$ cat src/rtl/alu_request_arbiter.sv
// alu_request_arbiter: round-robin sharing of one registered ALU path between two requesters,
// one operation in flight, result returned over a per-requester valid/ready handshake.
module alu_request_arbiter #(
    parameter int N   = 4,
    parameter int LAT = 2
) (
    input  logic         i_clk,
    input  logic         i_rst_n,
    input  logic         i_req0_valid,
    input  logic [N-1:0] i_req0_a,
    input  logic [N-1:0] i_req0_b,
    input  logic [3:0]   i_req0_sel,
    output logic         o_req0_ready,
    input  logic         i_req1_valid,
    input  logic [N-1:0] i_req1_a,
    input  logic [N-1:0] i_req1_b,
    input  logic [3:0]   i_req1_sel,
    output logic         o_req1_ready,
    output logic [N-1:0] o_alu_a,
    output logic [N-1:0] o_alu_b,
    output logic [3:0]   o_alu_sel,
    input  logic [N-1:0] i_alu_result,
    input  logic [3:0]   i_alu_flags,
    output logic         o_resp0_valid,
    output logic         o_resp1_valid,
    input  logic         i_resp0_ready,
    input  logic         i_resp1_ready,
    output logic [N-1:0] o_resp_result,
    output logic [3:0]   o_resp_flags,
    output logic         o_busy
);
    typedef enum logic [1:0] {IDLE, EXEC, RESP} state_t;
    state_t     r_state;
    logic [3:0] r_cnt;
    logic       r_last;
    logic       w_gnt;
    logic       w_acc;
    logic       w_resp_hs;
    // r_last holds the previous winner; it resets to 1 so requester 0 takes the first tie
    assign w_gnt        = (i_req0_valid & i_req1_valid) ? ~r_last : i_req1_valid;
    assign w_acc        = (r_state == IDLE) & (i_req0_valid | i_req1_valid) & i_rst_n;
    assign o_req0_ready = w_acc & ~w_gnt;
    assign o_req1_ready = w_acc & w_gnt;
    assign w_resp_hs    = r_last ? (o_resp1_valid & i_resp1_ready) : (o_resp0_valid & i_resp0_ready);
    assign o_busy       = r_state != IDLE;
    always_ff @(posedge i_clk or negedge i_rst_n) begin
        if (!i_rst_n) begin
            r_state       <= IDLE;
            r_cnt         <= '0;
            r_last        <= 1'b1;
            o_alu_a       <= '0;
            o_alu_b       <= '0;
            o_alu_sel     <= '0;
            o_resp0_valid <= 1'b0;
            o_resp1_valid <= 1'b0;
            o_resp_result <= '0;
            o_resp_flags  <= '0;
        end else begin
            case (r_state)
                IDLE: if (w_acc) begin
                    o_alu_a   <= w_gnt ? i_req1_a : i_req0_a;
                    o_alu_b   <= w_gnt ? i_req1_b : i_req0_b;
                    o_alu_sel <= w_gnt ? i_req1_sel : i_req0_sel;
                    r_cnt     <= '0;
                    r_last    <= w_gnt;
                    r_state   <= EXEC;
                end
                EXEC: if (r_cnt == 4'(LAT)) begin
                    o_resp_result <= i_alu_result;
                    o_resp_flags  <= i_alu_flags;
                    o_resp0_valid <= ~r_last;
                    o_resp1_valid <= r_last;
                    r_state       <= RESP;
                end else begin
                    r_cnt <= r_cnt + 4'd1;
                end
                RESP: if (w_resp_hs) begin
                    o_resp0_valid <= 1'b0;
                    o_resp1_valid <= 1'b0;
                    r_state       <= IDLE;
                end
                default: r_state <= IDLE;
            endcase
        end
    end
endmodule

$ cat config.mk
export PLATFORM = sky130hd
export DESIGN_NAME = alu_request_arbiter
export DESIGN_NICKNAME = d
export VERILOG_FILES = /design/src/rtl/alu_request_arbiter.sv
export SDC_FILE = /design/constraint.sdc
export NUM_CORES = 1
export LEC_CHECK = 0
export ABC_AREA = 1
export ABC_CLOCK_PERIOD_IN_PS = 1700
export BUFFER_PORTS_ARGS = -buffer_cell sky130_fd_sc_hd__buf_4
export CAP_MARGIN = 0
export CORE_MARGIN = 4
export CORE_UTILIZATION = 30
export CTS_CLUSTER_SIZE = 30
export DETAILED_ROUTE_END_ITERATION = 16
export PLACE_DENSITY_LB_ADDON = 0.2
export SYNTH_ARGS = -nofsm -noshare
export SYNTH_HDL_FRONTEND = slang
export SYNTH_SLANG_ARGS = --single-unit
$ cat constraint.sdc
create_clock -name i_clk -period 1.7 [get_ports i_clk]
set_input_delay 0.34 -clock i_clk [delete_from_list [all_inputs] [get_ports i_clk]]
set_output_delay 0.34 -clock i_clk [all_outputs]
set_load 0.005 [all_outputs]
# ---- Word level (Yosys, flattened, before mapping)
# Cells that the tools add are included.
dict set report op_classes {
  addsub 1
  reduce_logical 9
  bitwise_logic 10
  n_eq_ne 7
  mux 17
}
# operator n
set op_table {}
lappend op_table {{$mux 4} 5}
lappend op_table {{$reduce_and 3->1} 3}
lappend op_table {{$ne 2x2->1 const B} 4}
lappend op_table {{$pmux 4 s2} 1}
lappend op_table {{$and 1x1->1} 7}
lappend op_table {{$mux 2} 3}
lappend op_table {{$pmux 2 s3} 1}
lappend op_table {{$reduce_bool 2->1} 3}
lappend op_table {{$mux 1} 5}
lappend op_table {{$add 4x1->4 const B} 1}
lappend op_table {{$eq 4x2->1 const B} 1}
lappend op_table {{$pmux 1 s2} 2}
lappend op_table {{$reduce_and 2->1} 2}
lappend op_table {{$eq 2x1->1 const B} 1}
lappend op_table {{$eq 2x2->1 const B} 1}
lappend op_table {{$logic_not 2->1} 1}
lappend op_table {{$not 1->1} 2}
lappend op_table {{$or 1x1->1} 1}
dict set report word_totals {
  reg_bits 29
  inputBits 38
}

# ---- Depth between registers and ports, before layout
# Gate-level depths: netlist of the first run.
dict set report depth {
  word_depth 5
  mapped_depth 8
  ltp_nobuf 8
}

# ---- Worst setup path before layout of the first run
# No wires, ideal clock.
dict set report synth_timing {
  path_type {flip-flop to output port}
  from {reg r_state[1]}
  to {out o_req1_ready}
  slack_ps 379
  t_arrival_ps 981
  stages_incl_launch_ff 5
  required_ps 1360
  cell_sequence {dfrtp_1 -> nor2_2 -> nand3_4 -> buf_2 -> nor2_1}
}
dict set report synth_between {
  elab_chain_len 4
}
# element line_no
set synth_rtl {}
lappend synth_rtl {{start, declared} 33} ;# state_t r_state;
lappend synth_rtl {{start signal, assigned} 48} ;# r_state <= IDLE;
lappend synth_rtl {{start signal, assigned} 66} ;# r_state <= EXEC;
lappend synth_rtl {{start signal, assigned} 73} ;# r_state <= RESP;
lappend synth_rtl {{$logic_not 2->1} 41} ;# assign w_acc = (r_state == IDLE) & (i_req0_valid | i_req1_valid) & i_rst_n;
lappend synth_rtl {{$and 1x1->1 (2 in series)} 41}
lappend synth_rtl {{$and 1x1->1} 43} ;# assign o_req1_ready = w_acc & w_gnt;
lappend synth_rtl {{end, declared} 18} ;# output logic o_req1_ready,
# Every way passes these cells.

# ---- Final worst setup path of the first run
dict set report layout_timing {
  from {reg r_last}
  to {out o_req0_ready}
}
dict set report layout_between {
  elab_chain_len 4
}
# element line_no
set layout_rtl {}
lappend layout_rtl {{start, declared} 35} ;# logic r_last;
lappend layout_rtl {{start signal, assigned} 65} ;# r_last <= w_gnt;
lappend layout_rtl {{$not 1->1} 40} ;# assign w_gnt = (i_req0_valid & i_req1_valid) ? ~r_last : i_req1_valid;
lappend layout_rtl {{$mux 1} 40}
lappend layout_rtl {{$not 1->1} 42} ;# assign o_req0_ready = w_acc & ~w_gnt;
lappend layout_rtl {{$and 1x1->1} 42}
lappend layout_rtl {{end, declared} 13} ;# output logic o_req0_ready,
# Every way passes these cells.

==> results.md, run 1 <==
* Chip height at around 78 um
* Synthesized area at ~1500 um2
* RD Place Congestion at about 0.75
* Maximum clock path buffer count at 2
* Antenna Violating Nets Remaining at 0
* Max transition margin at 0.7515
* Most frequent cell after synthesis: nand2_1
* Most used DFF post-synth: dfrtp_1
* Number of synthesized register bits at 29
* Clock-pin slew on the worst setup and hold paths at 0.06 ns
* Leakage at 1.207 nW
* Critical path fanouts, max at 9
* Data required, critical path at 1.36 ns
* Die Footprint at roughly 6000 um2
* Die X at just under 80 um
* IO Pins at 63
* Area leader, netlist: dfrtp_1
* Antenna cell count at 0
* Global route overflow at 0
* Final Cycle Share at 0.9538
* CP peak stage delay at approximately 0.56 ns
* Sequential element share of the synthesized area at 0.4895
* Syn Area/Cell at around 8 um2
* Crit-path leading delay family: flip-flops
* Worst slew pin tran at between 0.3 and 0.4 ns
* Hold Fails Final Rpt at 0
* GR peak layer: met2
* CORE AREA at 4755 um2
* Area Overhead vs Synth at 43.64%
* Number of max-cap violations at 0
* Num CTS Buffers at 5
* CP endpoint kind: output port
* Routed wire length at about 3500 um
* Met3 GRT Util at 0.05161
* GR Layer Usage met1 at 0.1563
* Arr. time, crit path at ~1.3 ns
* Class of the worst hold path: in2async
* Worst path bufs/invs at 1
* Pins over their slew limit at 0
* CP cell instances: nand2_2 -> a21oi_4 -> buf_4
* Setup TNS at 0 ns
* Skew-Pair Late Insertion Delay at 0.27 ns
* Util after Layout at 0.4487
* Vias in the first global route at about 1300
* DRT iter0 DRCs at 39
* DP Wirelength at ~2700 um
* NumNets Final at 294
* Crit path launch type: register
* Status: completed
* Initial antenna violation count at 0
* DR WL/cell at 11.00 um
* Clock Sinks at 29
* Port bufs at 62
* RSZ-0062 raised after global routing: false
* Initial core utilization at 0.3124
* TritonCTS clock tree: yes
* Pin count of the biggest net entering global routing at 30
* Layout Skew at 0.004012 ns
* Syn Inst Count at around 190
* Yosys cell types at 22
* Post-synth top cells: 85 x nand2_1, 28 x dfrtp_1, 20 x nand3_1, 15 x inv_1, 8 x o21ai_2
* Global Route met2 Usage at 0.1815
* Clock root buffer: clkbuf_8
* EDFF count, synth at 0
* Yosys top cell area share at 0.4718
* Gr usage total at 0.1204
* DR pass1 iterations at 6
* Max IR drop VDD at 0.0007296 V
* Critical-path top delay cell: dfstp_2
* Finish-stage setup viols at 0
* Synth warn at 0
* Reg2Reg Setup Slack at around 0.30 ns
* Htree depth at 2
* Layout cells sized above 1 at 0.3780
* Via-to-Cell Ratio at 4.333
* Global-route wire length before repair at 5816 um
* Synthesized Nets at ~230
* Share of async-settable or async-resettable flops after synthesis at 1.000
* Drc violations at 0
* Synth top area cells: dfrtp_1 47%, nand2_1 21%, nand3_1 6.7%
* Site row count at 25
* Pwr/cell area at 1554 nW/um2
* Min Tclk post-route at approximately 1.6 ns
* Maximum clock frequency at around 600 MHz
* Critical path class: reg2out
* Total number of vias at 1391
-- flip-flops by register name, summed over array words and instances (netlist names) --
register       flops
o_resp_flags       4
o_alu_a            4
o_alu_sel          4
o_resp1_valid      1
r_cnt              4
o_resp0_valid      1
o_alu_b            4
r_last             1
o_resp_result      4
r_state            2
-- repair_timing --
action	4_1_cts	5_1_grt
buffers inserted	0	1
setup endpoints to repair	1	2
gates resized for setup	2	3
hold buffers	0	0
pin swaps	0	1
-- cells in the final DEF (no fill, tap or decap), types with 2 or more instances in the layout --
cell and n:
inv_1 15, inv_2 3, dfrtp_1 27, o21ai_2 8
nand3_1 20, ha_1 2, buf_4 67, clkbuf_8 6
nand2_2 3, nand3_4 2, nor2_1 5, nor2_4 2
nand2_1 84
-- metal layers --
| metal | vias to the layer above | wire (um) |
|---|---|---|
| met5 | - | 0 |
| met4 | 0 | 34 |
| met3 | 5 | 345 |
| met2 | 54 | 1508 |
| met1 | 619 | 1644 |
| li1 | 713 | - |
-- final cells by class --
class	count	area, um2
Fill cell	481	2621
Clock buffer	7	86.33
Sequential cell	29	728.2
Multi-Input combinational cell	133	664.4
Timing Repair Buffer	67	503.0
Tap cell	67	83.83
Inverter	18	67.56
-- power by group --
group	switching, mW	internal (mW)	leakage (nW)	total [mW]
logic	0.775	0.744	0.802	1.52
clock network	0.245	0.321	0.0443	0.566
registers	0.208	1.02	0.361	1.23
-- logic make-up after synthesis --
group / after synthesis / share of synthesized area
XOR/XNOR: 1 / 0.005898
flip-flops: 29 / 0.4895
adder cells (fa/ha/maj): 2 / 0.01685
buffers and inverters: 24 / 0.07582
AO/OA/AOI/OAI: 12 / 0.06150
AND/OR/NAND/NOR: 118 / 0.3505
-- per-stage QoR --
step / worst slack [ns] / instance area (um2) / instances / power (mW) / hold slack, ns
after floorplan: 0.3785 / 1485 / 186 / 2.086 / 0.04441
after global placement: 0.2728 / 2019 / 313 / 2.740 / 0.4179
after detailed placement: 0.2122 / 2019 / 313 / 2.746 / 0.4085
after CTS: 0.0005057 / 2112 / 320 / 3.338 / 0.1143
after global routing: 0.009583 / 2133 / 321 / 3.605 / 0.1297
final: 0.07857 / 2133 / 321 / 3.315 / 0.09869
-- path summary, 6_finish.rpt --
path                            cells after the start          endpoint             from
worst max-delay path                                3      o_req0_ready           r_last
worst min-delay path                                2        o_alu_a[1]          i_rst_n
worst max register to register                      7     o_resp0_valid         r_cnt[0]
worst min register to register                      2        o_alu_a[0]       o_alu_a[0]
max in group asynchronous                           2            r_last          i_rst_n
min in group i_clk                                  3  o_resp_result[2]  i_alu_result[2]
No activity file was read; power rests on OpenSTA's default activity.
==> run 2, diff against run 1 <==
- BUFFER_PORTS_ARGS: -buffer_cell sky130_fd_sc_hd__buf_4 -> -buffer_cell sky130_fd_sc_hd__buf_2
- CELL_PAD_IN_SITES_DETAIL_PLACEMENT: unset -> 1
- CELL_PAD_IN_SITES_GLOBAL_PLACEMENT: unset -> 1
- RECOVER_POWER: unset -> 50
==> results.md, run 2 (same netlist as run 1, synthesis figures left out) <==
* Layout cells sized above 1 at 0.3333
* Clock-pin slew on the worst setup and hold paths at 0.06 ns
* Gr usage total at 0.1297
* Area Overhead vs Synth at 31.00%
* Maximum clock frequency at 624.8 MHz
* Maximum clock path buffer count at 2
* Pwr/cell area at 1586 nW/um2
* Max IR drop VDD at 0.0004565 V
* Chip height at approximately 78 um
* Antenna cell count at 0
* Clock root buffer: clkbuf_8
* Leakage at between 1 and 1.5 nW
* Clock Sinks at 29
* Data required, critical path at between 1 and 1.5 ns
* Finish-stage setup viols at 0
* Total number of vias at between 1000 and 1500
* Vias in the first global route at 1419
* Commonest non-fill, non-tap cell in the layout: nand2_1
* Class of the worst hold path: in2reg
* Post-route insts no fill at 322
* RD Place Congestion at ~0.67
* Area of the multi-input gates at between 600 and 700 um2
* DR pass1 iterations at 2
* Skew-Pair Late Insertion Delay at 0.27 ns
* DR WL/cell at roughly 11 um
* Critical path class: reg2out
* Num CTS Buffers at 5
* Hold Crit Start: i_alu_result[0]
* IO Pins at 63
* NumNets Final at approximately 290
* Status: completed
* Layout Skew at 0.004870 ns
* Pin count of the biggest net entering global routing at 30
* Htree depth at 2
* CP endpoint kind: output port
* Setup TNS at 0 ns
* Min Tclk post-route at between 1.5 and 2 ns
* DP Wirelength at 2986 um
* TritonCTS clock tree: yes
* Arr. time, crit path at 1.26 ns
* Number of max-cap violations at 0
* Design area at between 1500 and 2000 um2
* Pins over their slew limit at 0
* Placed Cells at 314
* Area after DPL at roughly 1900 um2
* DRT iter0 DRCs at 5
* Global route overflow at 0
* Die X at 78.36 um
* Cts hold-fix bufs at 0
* Max transition margin at 0.5243
* Initial core utilization at 0.3124
* Routed wire length at approximately 3700 um
* Final Cycle Share at 0.9415
* Crit path launch type: register
* Worst Setup SP: r_state[1]
* Post-CTS sizing at 0
* Die Footprint at just over 6000 um2
* Drc violations at 0
* Setup bufs post-CTS at 0
* CORE AREA at between 4000 and 5000 um2
* Reg area at between 700 and 800 um2
* Global-route wire length before repair at about 6400 um
* Initial antenna violation count at 0
* Fillers at 641
* Antenna Violating Nets Remaining at 0
* Most frequent cells in the layout: 85 x nand2_1, 54 x buf_2, 27 x dfrtp_1, 20 x nand3_1, 15 x inv_1
* Site row count at 25
* Worst slew pin tran at between 0.7 and 0.8 ns
* R2r startpoint: r_cnt[0]
* RSZ-0062 raised after global routing: false
* Via-to-Cell Ratio at 4.236
* Critical path fanouts, max at 5
* Port bufs at a little over 60
* Util after Layout at 0.4092
* Hold Fails Final Rpt at 0
-- run 2: report_power, final --
group	total, mW	switching (mW)	leakage, nW	internal [mW]
Sequential	1.22	0.199	0.361	1.02
Clock	0.523	0.234	0.0395	0.290
Combinational	1.34	0.785	0.730	0.556
-- run 2: per-stage QoR --
step                      total power, mW  hold WS [ns]  setup slack [ns]
final                               3.085        0.3038           0.09942
after detailed placement            2.621        0.4382            0.2420
after CTS                           3.169        0.1389           0.03186
after floorplan                     2.086       0.04441            0.3785
after global routing                3.416        0.2933          0.004250
after global placement              2.589        0.4388            0.3174
-- run 2: worst max-delay path, stage by stage, from the launching register on --
cell and delay, ns:
dfrtp_2 0.44, nor2_4 0.12, nand3_4 0.11, a21oi_1 0.17, buf_2 0.14
-- run 2: layout make-up --
cell class              count  area share
inverters                  18     0.03473
repair buffers             67      0.1723
clock buffers               8     0.04116
flip-flops and latches     29      0.3743
multi-input cells         133      0.3344
well taps                  67     0.04309
-- run 2: worst paths after layout --
path                                    end  slack (ns)  cells past startpoint
min                        o_resp_result[0]        0.30                      3
max reg2reg                   o_resp0_valid        0.26                      7
min reg2reg                      o_alu_b[0]        0.48                      2
max                            o_req0_ready         0.1                      4
max in group asynchronous        r_state[1]        0.87                      2
min in group asynchronous     o_resp1_valid        0.34                      2
-- run 2: routing by layer --
| layer | track usage | routed length (um) |
|---|---|---|
| met4 | 0.04720 | 53 |
| met1 | 0.1652 | 1765 |
| met3 | 0.04702 | 235 |
| met5 | 0 | 0 |
| met2 | 0.2021 | 1642 |
==> run 3, diff against run 2 <==
- ABC_CLOCK_PERIOD_IN_PS: 1700 -> 1510
- CORE_MARGIN: 4 -> unset
- clock period: 1.7 -> 1.51 ns (I/O delays scaled with it)
==> results.md, run 3 (same netlist as run 1, synthesis figures left out) <==
* Antenna Violating Nets Remaining at 0
* CP endpoint kind: output port
* Skew-Pair Late Insertion Delay at between 0.2 and 0.3 ns
* DP Wirelength at ~2800 um
* Num CTS Buffers at 5
* Global-route wire length before repair at between 6000 and 7000 um
* Area Overhead vs Synth at 37.57%
* Hold Fails Final Rpt at 0
* Total number of vias at between 1000 and 1500
* Routed wire length at around 3800 um
* Die Footprint at 5236 um2
* Gr usage total at 0.1547
* DR WL/cell at between 10 and 15 um
* Drc violations at 0
* Leakage at between 1 and 1.5 nW
* Min Tclk post-route at 1.483 ns
* Htree depth at 2
* Via-to-Cell Ratio at between 4 and 5
* Maximum clock path buffer count at 2
* Final Cycle Share at 0.9820
* Class of the worst hold path: in2async
* Initial antenna violation count at 0
* Vias in the first global route at between 1000 and 1500
* Most frequent cells in the layout: 84 x nand2_1, 62 x buf_2, 27 x dfrtp_1, 20 x nand3_1, 15 x inv_1
* Worst slew pin tran at about 0.72 ns
* Total power at around 3.8 mW
* Layout cells sized above 1 at 0.4030
* Port bufs at 62
* Final Worst Setup Slack at 0.02723 ns
* Chip height at 72.36 um
* CORE AREA at roughly 4800 um2
* Site row count at 25
* Cts hold-fix bufs at 0
* Number of max-cap violations at 0
* Commonest non-fill, non-tap cell in the layout: nand2_1
* Clock Sinks at 29
* Global route overflow at 0
* Pin count of the biggest net entering global routing at 30
* Max IR drop VDD at 0.0008249 V
* Pwr/cell area at roughly 1800 nW/um2
* Clock root buffer: clkbuf_8
* Clock-pin slew on the worst setup and hold paths at 0.06 ns
* Maximum clock frequency at just under 700 MHz
* Antenna cell count at 0
* Max transition margin at 0.5202
* Pins over their slew limit at 0
* Initial core utilization at 0.3124
* IO Pins at 63
* NumNets Final at ~300
* Design area at 2043 um2
* RD Place Congestion at between 0.7 and 0.8
* Critical path class: reg2out
* Arr. time, crit path at about 1.2 ns
* RSZ-0062 raised after global routing: true
* Layout Skew at roughly 0.0029 ns
* Crit path launch type: register
* DR pass1 iterations at 4
* TritonCTS clock tree: yes
* Data required, critical path at 1.21 ns
* DRT iter0 DRCs at 26
* Area after DPL at 1879 um2
* Setup WS pre-CTS at approximately 0.14 ns
* Worst Setup SP: r_state[1]
* Status: completed
* Die X at roughly 72 um
* R2r startpoint: r_state[1]
* Fillers at approximately 630
* Critical path fanouts, max at 4
* Finish-stage setup viols at 0
[run 3: cell count changes in the layout (fill, tap and decap cells not counted), moves of 2 or more]
cell / delta
clkbuf_8: +2
clkbuf_1: -11
buf_4: +8
buf_2: +8
[run 3: stage by stage]
step | utilization | hold slack (ns) | std cells | setup TNS (ns)
6_report | 0.4297 | 0.2253 | 330 | 0
5_1_grt | 0.4297 | 0.2584 | 330 | -0.06838
4_1_cts | 0.4239 | 0.1066 | 326 | 0
3_5_place_dp | 0.3953 | 0.4125 | 315 | 0
3_3_place_gp | 0.3953 | 0.4056 | 315 | 0
2_1_floorplan | - | 0.006409 | 186 | 0
[run 3: layer usage]
metal / GRT usage / up-vias / wire length (um)
li1: - / 726 / -
met1: 0.1977 / 632 / 1798
met2: 0.2503 / 40 / 1767
met3: 0.05000 / 4 / 214
met4: 0.04575 / 0 / 27
met5: 0 / - / 0
[run 3: path summary, 6_finish.rpt]
check                                   to  slack, ns  cells after the start
hold reg to reg               o_alu_sel[0]       0.48                      2
setup / recovery              o_req0_ready       0.03                      4
max in group asynchronous       r_state[1]       0.79                      2
setup reg to reg           o_resp_flags[0]       0.17                      6
hold / removal               o_resp0_valid       0.23                      2
min in group i_clk         o_resp_flags[2]       0.27                      3
[run 3: where the power goes]
group | leakage, nW | switching, mW | internal [mW]
Sequential | 0.361 | 0.211 | 1.15
Clock | 0.0542 | 0.284 | 0.411
Combinational | 0.794 | 0.952 | 0.750
Total | 1.21 | 1.45 | 2.31
[run 3: timing repair]
| action | 4_1_cts | 5_1_grt |
|---|---|---|
| resized for setup | 4 | 0 |
| pin swaps | 1 | 1 |
| setup buffers | 3 | 4 |
| setup endpoints to repair | 2 | 2 |
| cloned | 0 | 0 |
[run 3: critical path: stages, from the launching register on]
cell and delay (ns):
dfrtp_2 0.42, nor2_4 0.14, nand3_4 0.09, a21oi_2 0.12, buf_2 0.12
[run 3: area by class of cell]
class / instances / area, um2 / share of cell area
flip-flops and latches: 29 / 728.2 / 0.3564
multi-input cells: 133 / 656.9 / 0.3215
repair buffers: 75 / 405.4 / 0.1984
clock buffers: 7 / 96.34 / 0.04715
well taps: 67 / 83.83 / 0.04103
inverters: 18 / 67.56 / 0.03307
clock inverters: 1 / 5.005 / 0.002449
